[src/rtl/csr_trap_seq.sv]
// Trap/return sequencer: writes mepc/mcause, reads mtvec or mepc from the CSR file,
// then issues a single-cycle pipeline redirect with flush.
module csr_trap_seq #(
  parameter logic [11:0] ADDR_MTVEC  = 12'h305,
  parameter logic [11:0] ADDR_MEPC   = 12'h341,
  parameter logic [11:0] ADDR_MCAUSE = 12'h342
) (
  input  logic        CLK,
  input  logic        RST,
  input  logic        MEM_WAIT,
  input  logic        TRAP_REQ,
  input  logic [31:0] TRAP_PC,
  input  logic [31:0] TRAP_CAUSE,
  input  logic        MRET_REQ,
  output logic        BUSY,
  output logic [11:0] CSR_RADDR,
  input  logic        CSR_RVALID,
  input  logic [31:0] CSR_RDATA,
  output logic        CSR_WREN,
  output logic [11:0] CSR_WADDR,
  output logic [31:0] CSR_WDATA,
  output logic        JUMP_EN,
  output logic [31:0] JUMP_PC,
  output logic        FLUSH
);

  typedef enum logic [2:0] {
    IDLE    = 3'd0,
    W_EPC   = 3'd1,
    W_CAUSE = 3'd2,
    R_VEC   = 3'd3,
    R_EPC   = 3'd4,
    R_WAIT  = 3'd5,
    JUMP    = 3'd6
  } state_e;

  state_e      state_q, state_d;
  logic [31:2] pc_q, pc_d;
  logic [31:0] cause_q, cause_d;
  logic        isTrap_q, isTrap_d;
  logic [31:0] target_q, target_d;

  logic [31:0] base;
  logic [31:0] calcTarget;

  // Vectored mode applies only to interrupts; everything else lands on the aligned base.
  always_comb begin
    base       = CSR_RDATA & ~32'h3;
    calcTarget = base;
    if (isTrap_q && (CSR_RDATA[1:0] == 2'b01) && cause_q[31]) begin
      calcTarget = base + {cause_q[29:0], 2'b00};
    end
  end

  always_ff @(posedge CLK or negedge RST) begin
    if (!RST) begin
      state_q  <= IDLE;
      pc_q     <= '0;
      cause_q  <= '0;
      isTrap_q <= 1'b0;
      target_q <= '0;
    end else begin
      state_q  <= state_d;
      pc_q     <= pc_d;
      cause_q  <= cause_d;
      isTrap_q <= isTrap_d;
      target_q <= target_d;
    end
  end

  always_comb begin
    state_d  = state_q;
    pc_d     = pc_q;
    cause_d  = cause_q;
    isTrap_d = isTrap_q;
    target_d = target_q;
    if (!MEM_WAIT) begin
      case (state_q)
        IDLE: begin
          if (TRAP_REQ) begin
            pc_d    = TRAP_PC[31:2];
            cause_d = TRAP_CAUSE;
            state_d = W_EPC;
          end else if (MRET_REQ) begin
            state_d = R_EPC;
          end
        end
        W_EPC:   state_d = W_CAUSE;
        W_CAUSE: state_d = R_VEC;
        R_VEC: begin
          isTrap_d = 1'b1;
          state_d  = R_WAIT;
        end
        R_EPC: begin
          isTrap_d = 1'b0;
          state_d  = R_WAIT;
        end
        R_WAIT: begin
          if (CSR_RVALID) begin
            target_d = calcTarget;
            state_d  = JUMP;
          end
        end
        JUMP:    state_d = IDLE;
        default: state_d = IDLE;
      endcase
    end
  end

  // Outputs are a pure decode of registered state, so no input reaches an output combinationally.
  always_comb begin
    BUSY      = (state_q != IDLE);
    CSR_WREN  = 1'b0;
    CSR_WADDR = '0;
    CSR_WDATA = '0;
    CSR_RADDR = '0;
    JUMP_EN   = 1'b0;
    FLUSH     = 1'b0;
    JUMP_PC   = '0;
    case (state_q)
      W_EPC: begin
        CSR_WREN  = 1'b1;
        CSR_WADDR = ADDR_MEPC;
        CSR_WDATA = {pc_q, 2'b00};
      end
      W_CAUSE: begin
        CSR_WREN  = 1'b1;
        CSR_WADDR = ADDR_MCAUSE;
        CSR_WDATA = cause_q;
      end
      R_VEC:  CSR_RADDR = ADDR_MTVEC;
      R_EPC:  CSR_RADDR = ADDR_MEPC;
      R_WAIT: CSR_RADDR = isTrap_q ? ADDR_MTVEC : ADDR_MEPC;
      JUMP: begin
        JUMP_EN = 1'b1;
        FLUSH   = 1'b1;
        JUMP_PC = target_q;
      end
      default: ;
    endcase
  end

endmodule

[config.mk]
export PLATFORM = sky130hd
export DESIGN_NAME = csr_trap_seq
export DESIGN_NICKNAME = d
export VERILOG_FILES = /design/src/rtl/csr_trap_seq.sv
export SDC_FILE = /design/constraint.sdc
export NUM_CORES = 1
export LEC_CHECK = 0
export CORE_MARGIN = 10
export CORE_UTILIZATION = 45
export DETAILED_ROUTE_END_ITERATION = 16
export MAX_ROUTING_LAYER = met4
export PLACE_DENSITY = 0.78
export SYNTH_ARGS = -nofsm -noshare
export SYNTH_HDL_FRONTEND = slang
export SYNTH_SLANG_ARGS = --single-unit
[constraint.sdc]
create_clock -name CLK -period 3.97 [get_ports CLK]
set_input_delay 0.397 -clock CLK [delete_from_list [all_inputs] [get_ports CLK]]
set_output_delay 0.397 -clock CLK [all_outputs]
set_load 0.01 [all_outputs]
; ---- Yosys cells after proc, flatten, opt, wreduce, memory -nomap -nowiden
; Cells that the tools add are included.
[word_totals]
word_cells = 40
out_inout_bits = 92
rom_bits = 0
inputBits = 102
n_memories = 0
ramBits = 0
ff_bits = 98
latchBits = 0
[op_classes]
n_bitwise = 1
multipliers = 0
n_addsub = 1
n_lt_le_gt_ge = 0
eq_ne = 9
reduce_logical = 11
n_mux = 13
n_shift = 0
div_mod_pow = 0
[ops]
columns = operator, count
row1 = two-way mux 32 bit, 2
row2 = case mux 32 bit (2 select lines), 1
row3 = adder 32 bit, 1
row4 = case mux 10 bit (3 select lines), 1
row5 = case mux 10 bit (2 select lines), 1
row6 = case mux 3 bit (5 select lines), 1
row7 = "equality test 3 bit, second input constant", 3
row8 = two-way mux 3 bit, 3
row9 = AND reduction 3 bit, 3
row10 = two-way mux 7 bit, 1
row11 = "equality test 3 x 2 -> 1 bit, second input constant", 2
row12 = OR reduction 2 bit, 2
row13 = "equality test 3 x 1 -> 1 bit, second input constant", 1
row14 = logical NOT 3 bit, 1
row15 = "!= test 3 bit, second input constant", 1
row16 = nonzero test 3 bit, 1
row17 = "equality test 2 x 1 -> 1 bit, second input constant", 1
row18 = logical AND 1 bit, 2
row19 = two-way mux 1 bit, 2
row20 = "!= test 2 bit, second input constant", 1
row21 = case mux 1 bit (2 select lines), 1
row22 = AND reduction 2 bit, 1
row23 = nonzero test 2 bit, 1
row24 = inverter 1 bit, 1

; ---- Logic depth before layout (Yosys ltp)
; Gate-level depths: netlist of run 1.
[logic_depth]
ltp_word = 4
mapped_depth = 11
depth_no_buf = 11

; ---- Worst setup path before layout of run 1
; Ideal clock, no wire load.
[synth_timing]
path_kind = input-to-reg
from = input CSR_RDATA[12]
to = register target_q[31]
arrival_time_ns = 2.600
path_stages = 10
required_time_ns = 3.846
setup_slack_ns = 1.246
setup_time_ns = 0.124
path_buffers = 0
cell_sequence = ha_1 a21o_1 a21o_1 a221o_1 a211o_1 a21o_1 a311oi_2 xor2_1 o21a_1 o31a_1
[synth_via]
elab_chain_len = 2
[synth_lines]
columns = item, line
row1 = from (decl), 18  ; input logic [31:0] CSR_RDATA,
row2 = adder 32 bit, 51  ; calcTarget = base + {cause_q[29:0], 2'b00};
row3 = two-way mux 32 bit, 50  ; if (isTrap_q && (CSR_RDATA[1:0] == 2'b01) && cause_q[31]) begin
row4 = to (signal assigned), 67  ; target_q <= target_d;
row5 = to (decl), 41  ; logic [31:0] target_q, target_d;
; No other way between the ends.
; A chain may end at the register's enable or synchronous reset.

; ---- Final worst setup path of run 1
[layout_timing]
from = register state_q[1]
to = output JUMP_PC[19]
[layout_via]
elab_chain_len = 2
[layout_lines]
columns = item, line
row1 = from (decl), 37  ; state_e state_q, state_d;
row2 = from (signal assigned), 63  ; state_q <= state_d;
row3 = equality test 3 bit, 120  ; case (state_q)
row4 = two-way mux 32 bit, 120
row5 = to (decl), 23  ; output logic [31:0] JUMP_PC,
; No other way between the ends.

==> results of run 1 <==
## routing by layer
metal / routed length, um / part of all wire (%)
met1: 8199 / 45
met5: 0 / 0
met2: 8458 / 46
met3: 1476 / 8.0
met4: 255 / 1.4
## power by group
part,total (mW),leakage (nW),internal [mW],switching [mW]
clock,0.955,0.162,0.585,0.370
sequential,1.85,1.18,1.45,0.392
combinational,3.23,2.32,1.63,1.59
total,6.03,3.66,3.67,2.36
## cell usage after synthesis (all sizes together), types with 4 or more instances
cell | number | area (um2)
dfrtp | 96 | 2402
mux2 | 62 | 698.2
a21oi | 56 | 295.3
nand2 | 52 | 195.2
o21ai | 46 | 230.2
nor2 | 38 | 142.6
and2 | 34 | 212.7
clkbuf | 32 | 120.1
a22o | 30 | 262.8
ha | 29 | 362.9
buf | 27 | 201.4
a21o | 17 | 128.9
xor2 | 15 | 131.4
nor3 | 11 | 55.05
xnor2 | 11 | 96.34
inv | 8 | 30.03
mux2i | 7 | 70.07
nand3 | 6 | 30.03
and3 | 5 | 32.53
nand4 | 4 | 25.02
o221ai | 4 | 35.03
## final timing paths
check | slack, ns | start | end
min | 0.19 | RST | target_q[27]
min in group CLK | 0.47 | target_q[21] | target_q[21]
min reg2reg | 0.47 | target_q[21] | target_q[21]
max in group asynchronous | 2.92 | RST | cause_q[5]
max | 0.83 | state_q[1] | JUMP_PC[19]
max reg2reg | 0.94 | cause_q[6] | target_q[31]
## per-stage QoR
step	hold WS, ns	util, %
after floorplan	0.1014	-
after global placement	0.4554	59.57
after detailed placement	0.4621	59.57
after CTS	0.2337	62.06
after global routing	0.2588	62.06
final	0.1941	62.06
## flip-flops by register name, indices dropped and copies added (netlist names)
| signal | cells |
|---|---|
| state_q | 3 |
| cause_q | 32 |
| pc_q | 30 |
| target_q | 30 |
| isTrap_q | 1 |
## final cells by class
| type | count | area (um2) |
|---|---|---|
| timing repair buffer | 181 | 1794 |
| multi-input combinational | 489 | 3473 |
| tap | 176 | 220.2 |
| clock inverter | 4 | 77.57 |
| clock buffer | 11 | 252.7 |
| sequential | 96 | 2402 |
| inverter | 8 | 30.03 |
| fill | 1110 | 5045 |
## cells by family after synthesis
| kind of cell | Yosys count | share of synthesized area [%] |
|---|---|---|
| compound gates | 181 | 19.36 |
| simple gates | 167 | 13.28 |
| flops | 96 | 39.12 |
| mux | 69 | 12.51 |
| buf+inv | 67 | 5.725 |
| fa+ha+maj | 30 | 6.235 |
| xor+xnor | 26 | 3.708 |
| other cells | 1 | 0.06107 |
==> out/results.tsv, run 1 <==
stage	metric	value	unit
detailed_routing	routed vias	5272	
timing	fin crit period	3.142	ns
placed_design	DP Area	7920	um2
cells_and_area	number of diodes	0	
floorplanning	# rows	42	
global_route	M3 GR Usage	4.765	%
synth	synth unique cells	57	
global_route	M2 GR Usage	30.66	%
setup_path	slowest cell delay on critical path	0.57	ns
cells_and_area	final net count	917	
floorplanning	Die Wd	136.8	um
power	Design Power	6.027	mW
clocking	H-tree Lvls	3	
timing	fin crit share	79.14	%
detailed_routing	drt pass-1 iters	6	
worst_hold_path	hold crit path type	primary input to async pin	
cells_and_area	commonest non-fill, non-tap cell in the layout	clkdlybuf4s50_1	
floorplanning	Ports	194	
synth	synth warn	0	
detailed_routing	DR iter-0 viols	271	
timing	Slew HR	36.37	%
timing	unrepaired setup endpoints after global routing	false	
setup_path	Worst Path Buf+Inv	3	
clocking	deepest clock path buffer count	2	
cells_and_area	fin cells	965	
global_route	GR Layer Usage met1	26.13	%
floorplanning	DIE HEIGHT	136.8	um
synth	EDFF count, synth	0	
timing	max-slew violations	0	
clocking	clk sinks	96	
cells_and_area	proportion of layout cells with a drive suffix above 1	12.17	%
global_route	GRT busiest layer	met2	
setup_path	Worst path slowest cell	nor3b_2	
placed_design	placed cells	950	
synth	Gate Count Post-Synth	637	
detailed_routing	Post-DRT Antenna Nets	0	
clocking	post-CTS setup buffers	0	
detailed_routing	WL final	18.39	mm
global_route	GRT Total Usage	20.07	%
synth	synthesized area per cell	9.640	um2
cells_and_area	Layout area overhead	34.35	%
setup_path	FF-to-FF path depth	10	
synth	Synth Register Bits	96	
global_route	total grt overflow	0	
run	MaxCap Viol Count	0	
clocking	clk_lat worst skew	0.35	ns
clocking	CTS buffer count	9	
timing	final hold violations	0	
clocking	Post-CTS Hold Fix Bufs	0	
global_route	largest net degree at the start of global routing	75	
setup_path	CP Cell Sequence	inv_1 > nor3b_2 > buf_4 > and2_1 > clkdlybuf4s50_1	
cells_and_area	finished layout cell area	8250	um2
setup_path	Top Family by Delay on Critical Path	buffers and inverters	
timing	fmax	0.3183	GHz
synth	Synth Flop Type	dfrtp_1	
power	maximum VDD drop	0.0003453	V
placed_design	Final HPWL DP	14.37	mm
setup_path	CP startpoint kind	flip-flop	
detailed_routing	DRC viols	0	
synth	FFs w/ async S/R, synth	100.0	%
timing	Finish-stage setup viols	0	
floorplanning	Initial Util	46.19	%
power	PwrDens	730.5	nW/um2
clocking	Resized Gates After CTS	0	
setup_path	worst endpoint required time	3.57	ns
setup_path	Levels on crit path	5	
setup_path	Worst Setup End Kind	primary output	
floorplanning	core box area	13300	um2
clocking	Clock Tree Root	clkbuf_16	
power	P_leak	3.660	nW
setup_path	crit path DAT	2.75	ns
setup_path	CP max FO	20	
placed_design	Port Buffers	175	
timing	setup_tns	0	ns
placed_design	worst slack at placement	0.5175	ns
status	status	finished, final reports clean	
global_route	global-route wire length before repair	29.10	mm
synth	Post-Syn Area	6141	um2
timing	Least-Margin Pin Slew	0.9544	ns
detailed_routing	average wire per standard cell	19.06	um
setup_path	Crit Path Class	flip-flop to primary output	
cells_and_area	most frequent cells in the layout	clkdlybuf4s50_1, dfrtp_1, mux2_2, a21oi_1, nand2_1	
clocking	CTS tree	yes	
clocking	CTS clk-pin slew, worst paths	0.07	ns
global_route	number of global-route vias before repair	5408	
timing	slack of the critical path	0.8280	ns
global_route	initial antenna violation count	0	
synth	register area share after synthesis	39.12	%
detailed_routing	DR vias/cell	5.463	
timing	Setup Skew	0.01060	ns
placed_design	routability cong.	0.8805	
floorplanning	die area	18720	um2
Note: power is estimated with default switching activity, not from simulation.
==> run 2, diff against run 1 <==
--- a/config.mk
+++ b/config.mk
@@ -6,7 +6,7 @@
 export NUM_CORES = 1
 export LEC_CHECK = 0
 export CORE_MARGIN = 10
-export CORE_UTILIZATION = 45
+export CORE_UTILIZATION = 43
 export DETAILED_ROUTE_END_ITERATION = 16
 export MAX_ROUTING_LAYER = met4
 export PLACE_DENSITY = 0.78
==> constraint.sdc (replaced) <==
create_clock -name CLK -period 2.73 [get_ports CLK]
set_input_delay 0.273 -clock CLK [delete_from_list [all_inputs] [get_ports CLK]]
set_output_delay 0.273 -clock CLK [all_outputs]
set_load 0.01 [all_outputs]
==> out/results.tsv, run 2 (synthesized netlist as in run 1, its figures left out) <==
stage	metric	value	unit	change
status	status	finished, final reports clean		
placed_design	worst slack at placement	-0.4217	ns	-0.9392 ns
run	MaxCap Viol Count	0		unchanged
timing	Least-Margin Pin Slew	0.6591	ns	-0.2953 ns
setup_path	Worst Setup End Kind	flip-flop		
global_route	initial antenna violation count	0		unchanged
floorplanning	# rows	43		+2.4%
timing	Slew HR	56.06	%	+20 points
detailed_routing	drt pass-1 iters	5		-1
floorplanning	DIE HEIGHT	139.5	um	+2.0%
detailed_routing	DRC viols	0		unchanged
clocking	CTS clk-pin slew, worst paths	0.07	ns	about the same
power	maximum VDD drop	0.0007015	V	+100%
timing	final hold violations	0		unchanged
floorplanning	Ports	194		unchanged
power	P_leak	4.160	nW	+14%
timing	Min Hold Slack	0.3374	ns	+0.1433 ns
cells_and_area	number of flip-flops in the largest register	32		unchanged
setup_path	CP max FO	3		-85%
setup_path	launching point of the worst reg2reg path	cause_q[10]		
power	PwrDens	1060	nW/um2	+45%
cells_and_area	proportion of layout cells with a drive suffix above 1	23.16	%	+11 points
timing	fmax	0.3689	GHz	
cells_and_area	largest reg by FF count	cause_q		
clocking	Clock Tree Root	clkbuf_16		
cells_and_area	final net count	1009		+10%
cells_and_area	most frequent cells in the layout	clkdlybuf4s50_1, dfrtp_1, buf_4, mux2_2, nand2_1		
detailed_routing	WL final	19.52	mm	+6.2%
setup_path	worst endpoint required time	2.97	ns	-0.60 ns
cells_and_area	commonest non-fill, non-tap cell in the layout	clkdlybuf4s50_1		
placed_design	routability cong.	0.9263		+5.2%
global_route	largest net degree at the start of global routing	52		-31%
timing	fin crit share	99.31	%	
cells_and_area	number of diodes	0		unchanged
placed_design	Final HPWL DP	15.34	mm	+6.7%
timing	fin crit period	2.711	ns	
placed_design	Port Buffers	175		unchanged
detailed_routing	DR vias/cell	5.303		-2.9%
timing	slack of the critical path	0.01887	ns	-0.8091 ns
clocking	clk_lat worst skew	0.35	ns	about the same
floorplanning	Die Wd	139.5	um	+2.0%
detailed_routing	average wire per standard cell	18.40	um	-3.4%
cells_and_area	largest registers	cause_q x32, pc_q x30, target_q x30		
global_route	total grt overflow	0		unchanged
timing	Setup Skew	0.008566	ns	-0.002030 ns
floorplanning	core box area	13930	um2	+4.8%
floorplanning	die area	19460	um2	+4.0%
cells_and_area	Layout area overhead	48.45	%	
setup_path	crit path DAT	2.95	ns	+0.20 ns
setup_path	reg-to-reg slack, setup	0.02	ns	-0.92 ns
detailed_routing	Post-DRT Antenna Nets	0		unchanged
clocking	clk sinks	96		unchanged
global_route	global-route wire length before repair	31.41	mm	+7.9%
setup_path	CP startpoint	cause_q[10]		
detailed_routing	DR iter-0 viols	253		-6.6%
global_route	number of global-route vias before repair	5867		+8.5%
floorplanning	Initial Util	44.07	%	-2.1 points
timing	max-slew violations	0		unchanged
clocking	CTS buffer count	9		unchanged
timing	unrepaired setup endpoints after global routing	true		
worst_hold_path	hold crit path type	primary input to flip-flop		
worst_hold_path	min-delay src	CSR_RDATA[13]		
clocking	CTS tree	yes		
setup_path	CP startpoint kind	flip-flop		
setup_path	Crit Path Class	flip-flop to flip-flop		
clocking	deepest clock path buffer count	2		unchanged
power	Design Power	9.662	mW	+60%
timing	Finish-stage setup viols	0		unchanged
clocking	H-tree Lvls	3		unchanged
detailed_routing	routed vias	5627		+6.7%
global_route	GRT Total Usage	20.12	%	+0.052 points
[run 2: report_power, final]
part | internal [mW] | switching (mW) | leakage (nW)
combinational | 3.13 | 2.56 | 2.83
clock | 0.730 | 0.551 | 0.145
sequential | 2.12 | 0.580 | 1.18
[run 2: through the flow]
step	setup TNS, ns	area (um2)	utilization (%)	cells
after floorplan	0	6197	-	652
after global placement	-2.814	8641	62.01	1041
after detailed placement	-3.261	8641	62.01	1041
after CTS	0	8996	64.56	1057
after global routing	-0.09053	9116	65.42	1061
final	0	9116	65.42	1061
[run 2: final cells by class]
type	instances	area, um2
clock inverter	5	56.30
sequential	96	2404
timing repair buffer	273	2562
clock buffer	10	239.0
fill	1147	4818
multi-input combinational	489	3600
tap	180	225.2
inverter	8	30.03
[run 2: per-layer routing]
layer	routed length (um)	GRT usage (%)	vias up
met5	0	-	-
met4	199	4.997	0
met3	1291	4.900	12
met2	9015	30.91	175
met1	9016	26.10	2706
li1	-	-	2734
[run 2: path summary, 6_finish.rpt]
path	endpoint	cells after the start
worst min register to register	target_q[4]	2
worst min-delay path	target_q[13]	3
max in group asynchronous	cause_q[16]	3
worst max-delay path	target_q[31]	10
min in group asynchronous	state_q[2]	2
worst max register to register	target_q[31]	10
[run 2: worst max-delay path: stages (launching register included)]
cell and delay, ns:
dfrtp_1 0.42, ha_4 0.24, a21o_1 0.17, a21o_1 0.17, a221o_1 0.31, a211o_1 0.26, a21o_1 0.21, a311oi_2 0.27
xor2_1 0.12, o21a_1 0.17, o31a_1 0.26
[run 2: timing repair]
| item | CTS | global route |
|---|---|---|
| resized for setup | 4 | 23 |
| setup endpoints to repair | 2 | 64 |
| endpoints found under the hold margin | 46 | 0 |
| buffers inserted | 0 | 4 |
| hold buffers | 1 | 0 |
| pin swaps | 3 | 9 |
==> run 3, diff against run 2 <==
--- a/config.mk
+++ b/config.mk
@@ -6,10 +6,11 @@
 export NUM_CORES = 1
 export LEC_CHECK = 0
 export CORE_MARGIN = 10
-export CORE_UTILIZATION = 43
+export CORE_UTILIZATION = 44
+export CTS_BUF_LIST = sky130_fd_sc_hd__clkbuf_2
+export CTS_CLUSTER_DIAMETER = 100
 export DETAILED_ROUTE_END_ITERATION = 16
-export MAX_ROUTING_LAYER = met4
-export PLACE_DENSITY = 0.78
+export PLACE_DENSITY = 0.79
 export SYNTH_ARGS = -nofsm -noshare
 export SYNTH_HDL_FRONTEND = slang
 export SYNTH_SLANG_ARGS = --single-unit
==> out/results.tsv, run 3 (synthesized netlist as in run 1, its figures left out) <==
stage	metric	value	unit	change
status	status	finished, violations left		
status	failing checks	setup timing		
clocking	clk sinks	96		unchanged
timing	Setup Skew	0.04306	ns	+0.03449 ns
power	PwrDens	1002	nW/um2	-5.4%
global_route	GRT Total Usage	20.00	%	-0.12 points
floorplanning	DIE HEIGHT	138.1	um	-0.98%
detailed_routing	Post-DRT Antenna Nets	0		unchanged
timing	slack of the critical path	-0.02636	ns	-0.04523 ns
worst_hold_path	hold crit path type	primary input to async pin		
cells_and_area	Layout area overhead	50.61	%	
floorplanning	core box area	13770	um2	-1.2%
global_route	largest net degree at the start of global routing	57		+9.6%
global_route	initial antenna violation count	1		+1
cells_and_area	fill count	1123		-2.1%
setup_path	crit path DAT	3.30	ns	+0.35 ns
cells_and_area	largest registers	cause_q x32, pc_q x30, target_q x30		
clocking	H-tree Lvls	3		unchanged
detailed_routing	routed vias	5784		+2.8%
timing	Min Hold Slack	0.2185	ns	-0.1189 ns
timing	Finish-stage setup viols	1		+1
power	P_leak	5.165	nW	+24%
timing	fin crit share	101.0	%	+1.7 points
floorplanning	Initial Util	44.59	%	+0.52 points
power	maximum VDD drop	0.0005580	V	-20%
power	Design Power	9.270	mW	-4.1%
clocking	CTS clk-pin slew, worst paths	0.28	ns	+0.21 ns
cells_and_area	proportion of layout cells with a drive suffix above 1	25.72	%	+2.6 points
detailed_routing	DR iter-0 viols	375		+48%
cells_and_area	final net count	1029		+2.0%
cells_and_area	largest reg by FF count	cause_q		
clocking	Clock Tree Root	clkbuf_2		
global_route	global-route wire length before repair	31.95	mm	+1.7%
floorplanning	Ports	194		unchanged
cells_and_area	commonest non-fill, non-tap cell in the layout	clkdlybuf4s50_1		
timing	final hold violations	0		unchanged
setup_path	Crit Path Class	flip-flop to flip-flop		
floorplanning	# rows	43		unchanged
clocking	CTS tree	yes		
floorplanning	die area	19080	um2	-2.0%
timing	Slew HR	48.83	%	-7.2 points
detailed_routing	WL final	20.65	mm	+5.8%
timing	unrepaired setup endpoints after global routing	true		
timing	max-slew violations	0		unchanged
detailed_routing	average wire per standard cell	19.07	um	+3.6%
placed_design	Port Buffers	175		unchanged
setup_path	CP max FO	3		unchanged
global_route	total grt overflow	0		unchanged
run	MaxCap Viol Count	0		unchanged
floorplanning	Die Wd	138.1	um	-0.98%
setup_path	worst endpoint required time	3.27	ns	+0.30 ns
timing	fin crit period	2.756	ns	+0.04523 ns
setup_path	Worst Setup End Kind	flip-flop		
timing	setup_tns	-0.02636	ns	-0.02636 ns
setup_path	CP startpoint kind	flip-flop		
global_route	number of global-route vias before repair	6031		+2.8%
detailed_routing	DRC viols	0		unchanged
clocking	deepest clock path buffer count	2		unchanged
cells_and_area	number of flip-flops in the largest register	32		unchanged
clocking	clk_lat worst skew	0.62	ns	+0.27 ns
timing	fmax	0.3628	GHz	-1.6%
placed_design	Final HPWL DP	15.76	mm	+2.7%
detailed_routing	DR vias/cell	5.341		+0.70%
clocking	CTS buffer count	9		unchanged
cells_and_area	most frequent cells in the layout	clkdlybuf4s50_1, buf_4, dfrtp_1, mux2_2, dlymetal6s2s_1		
placed_design	worst slack at placement	-0.4336	ns	-0.01192 ns
placed_design	routability cong.	0.9238		-0.27%
timing	Least-Margin Pin Slew	0.7676	ns	+0.1085 ns
detailed_routing	drt pass-1 iters	5		unchanged
-- run 3: timing repair --
action / CTS / global route
gates resized for setup: 12 / 90
setup endpoints to repair: 72 / 69
hold endpoints to repair: 54 / 0
hold buffers: 1 / 0
pin swaps: 5 / 9
buffers inserted: 8 / 16
cloned: 0 / 3
-- run 3: final timing paths --
| path | start | to | slack (ns) | cells after the start |
|---|---|---|---|---|
| min reg2reg | target_q[14] | target_q[14] | 0.51 | 2 |
| max reg2reg | cause_q[10] | target_q[31] | -0.03 | 10 |
| min | RST | cause_q[25] | 0.22 | 2 |
| min in group CLK | TRAP_PC[11] | pc_q[11] | 0.23 | 2 |
| max | cause_q[10] | target_q[31] | -0.03 | 10 |
| max in group asynchronous | RST | cause_q[2] | 1.82 | 3 |
-- run 3: layout make-up --
| type | count | area [um2] | share of cell area (%) |
|---|---|---|---|
| inverter | 8 | 33.78 | 0.3653 |
| timing repair buffer | 293 | 2867 | 30.99 |
| tap | 180 | 225.2 | 2.435 |
| clock inverter | 6 | 42.54 | 0.4600 |
| multi-input combinational | 489 | 3618 | 39.12 |
| antenna | 1 | 2.502 | 0.02706 |
| sequential | 96 | 2410 | 26.06 |
| clock buffer | 10 | 50.05 | 0.5411 |
-- run 3: stage by stage --
| step | instances | area [um2] | utilization (%) |
|---|---|---|---|
| 3_3_place_gp | 1038 | 8606 | 62.48 |
| 4_1_cts | 1063 | 8843 | 64.21 |
| 6_report | 1083 | 9249 | 67.15 |
| 5_1_grt | 1083 | 9249 | 67.15 |
| 3_5_place_dp | 1038 | 8606 | 62.48 |
| 2_1_floorplan | 652 | 6197 | - |
-- run 3: power breakdown --
group / total, mW / internal [mW] / switching (mW)
clock: 0.629 / 0.128 / 0.502
sequential: 2.68 / 2.11 / 0.568
combinational: 5.96 / 3.25 / 2.71
total: 9.27 / 5.49 / 3.78
-- run 3: routing by layer --
| layer | global-route usage (%) | share of wire, % |
|---|---|---|
| met1 | 24.54 | 42 |
| met2 | 33.46 | 49 |
| met3 | 5.890 | 7.4 |
| met4 | 5.272 | 1.2 |
| met5 | 0 | 0 |
-- run 3: worst max-delay path: stages (launching register included) --
cell	delay (ns)
dfrtp_1	0.49
ha_4	0.23
a21o_1	0.17
a21o_1	0.18
a221o_1	0.32
a211o_1	0.25
a21o_1	0.22
a311oi_2	0.22
xor2_1	0.12
o21a_1	0.18
o31a_1	0.28
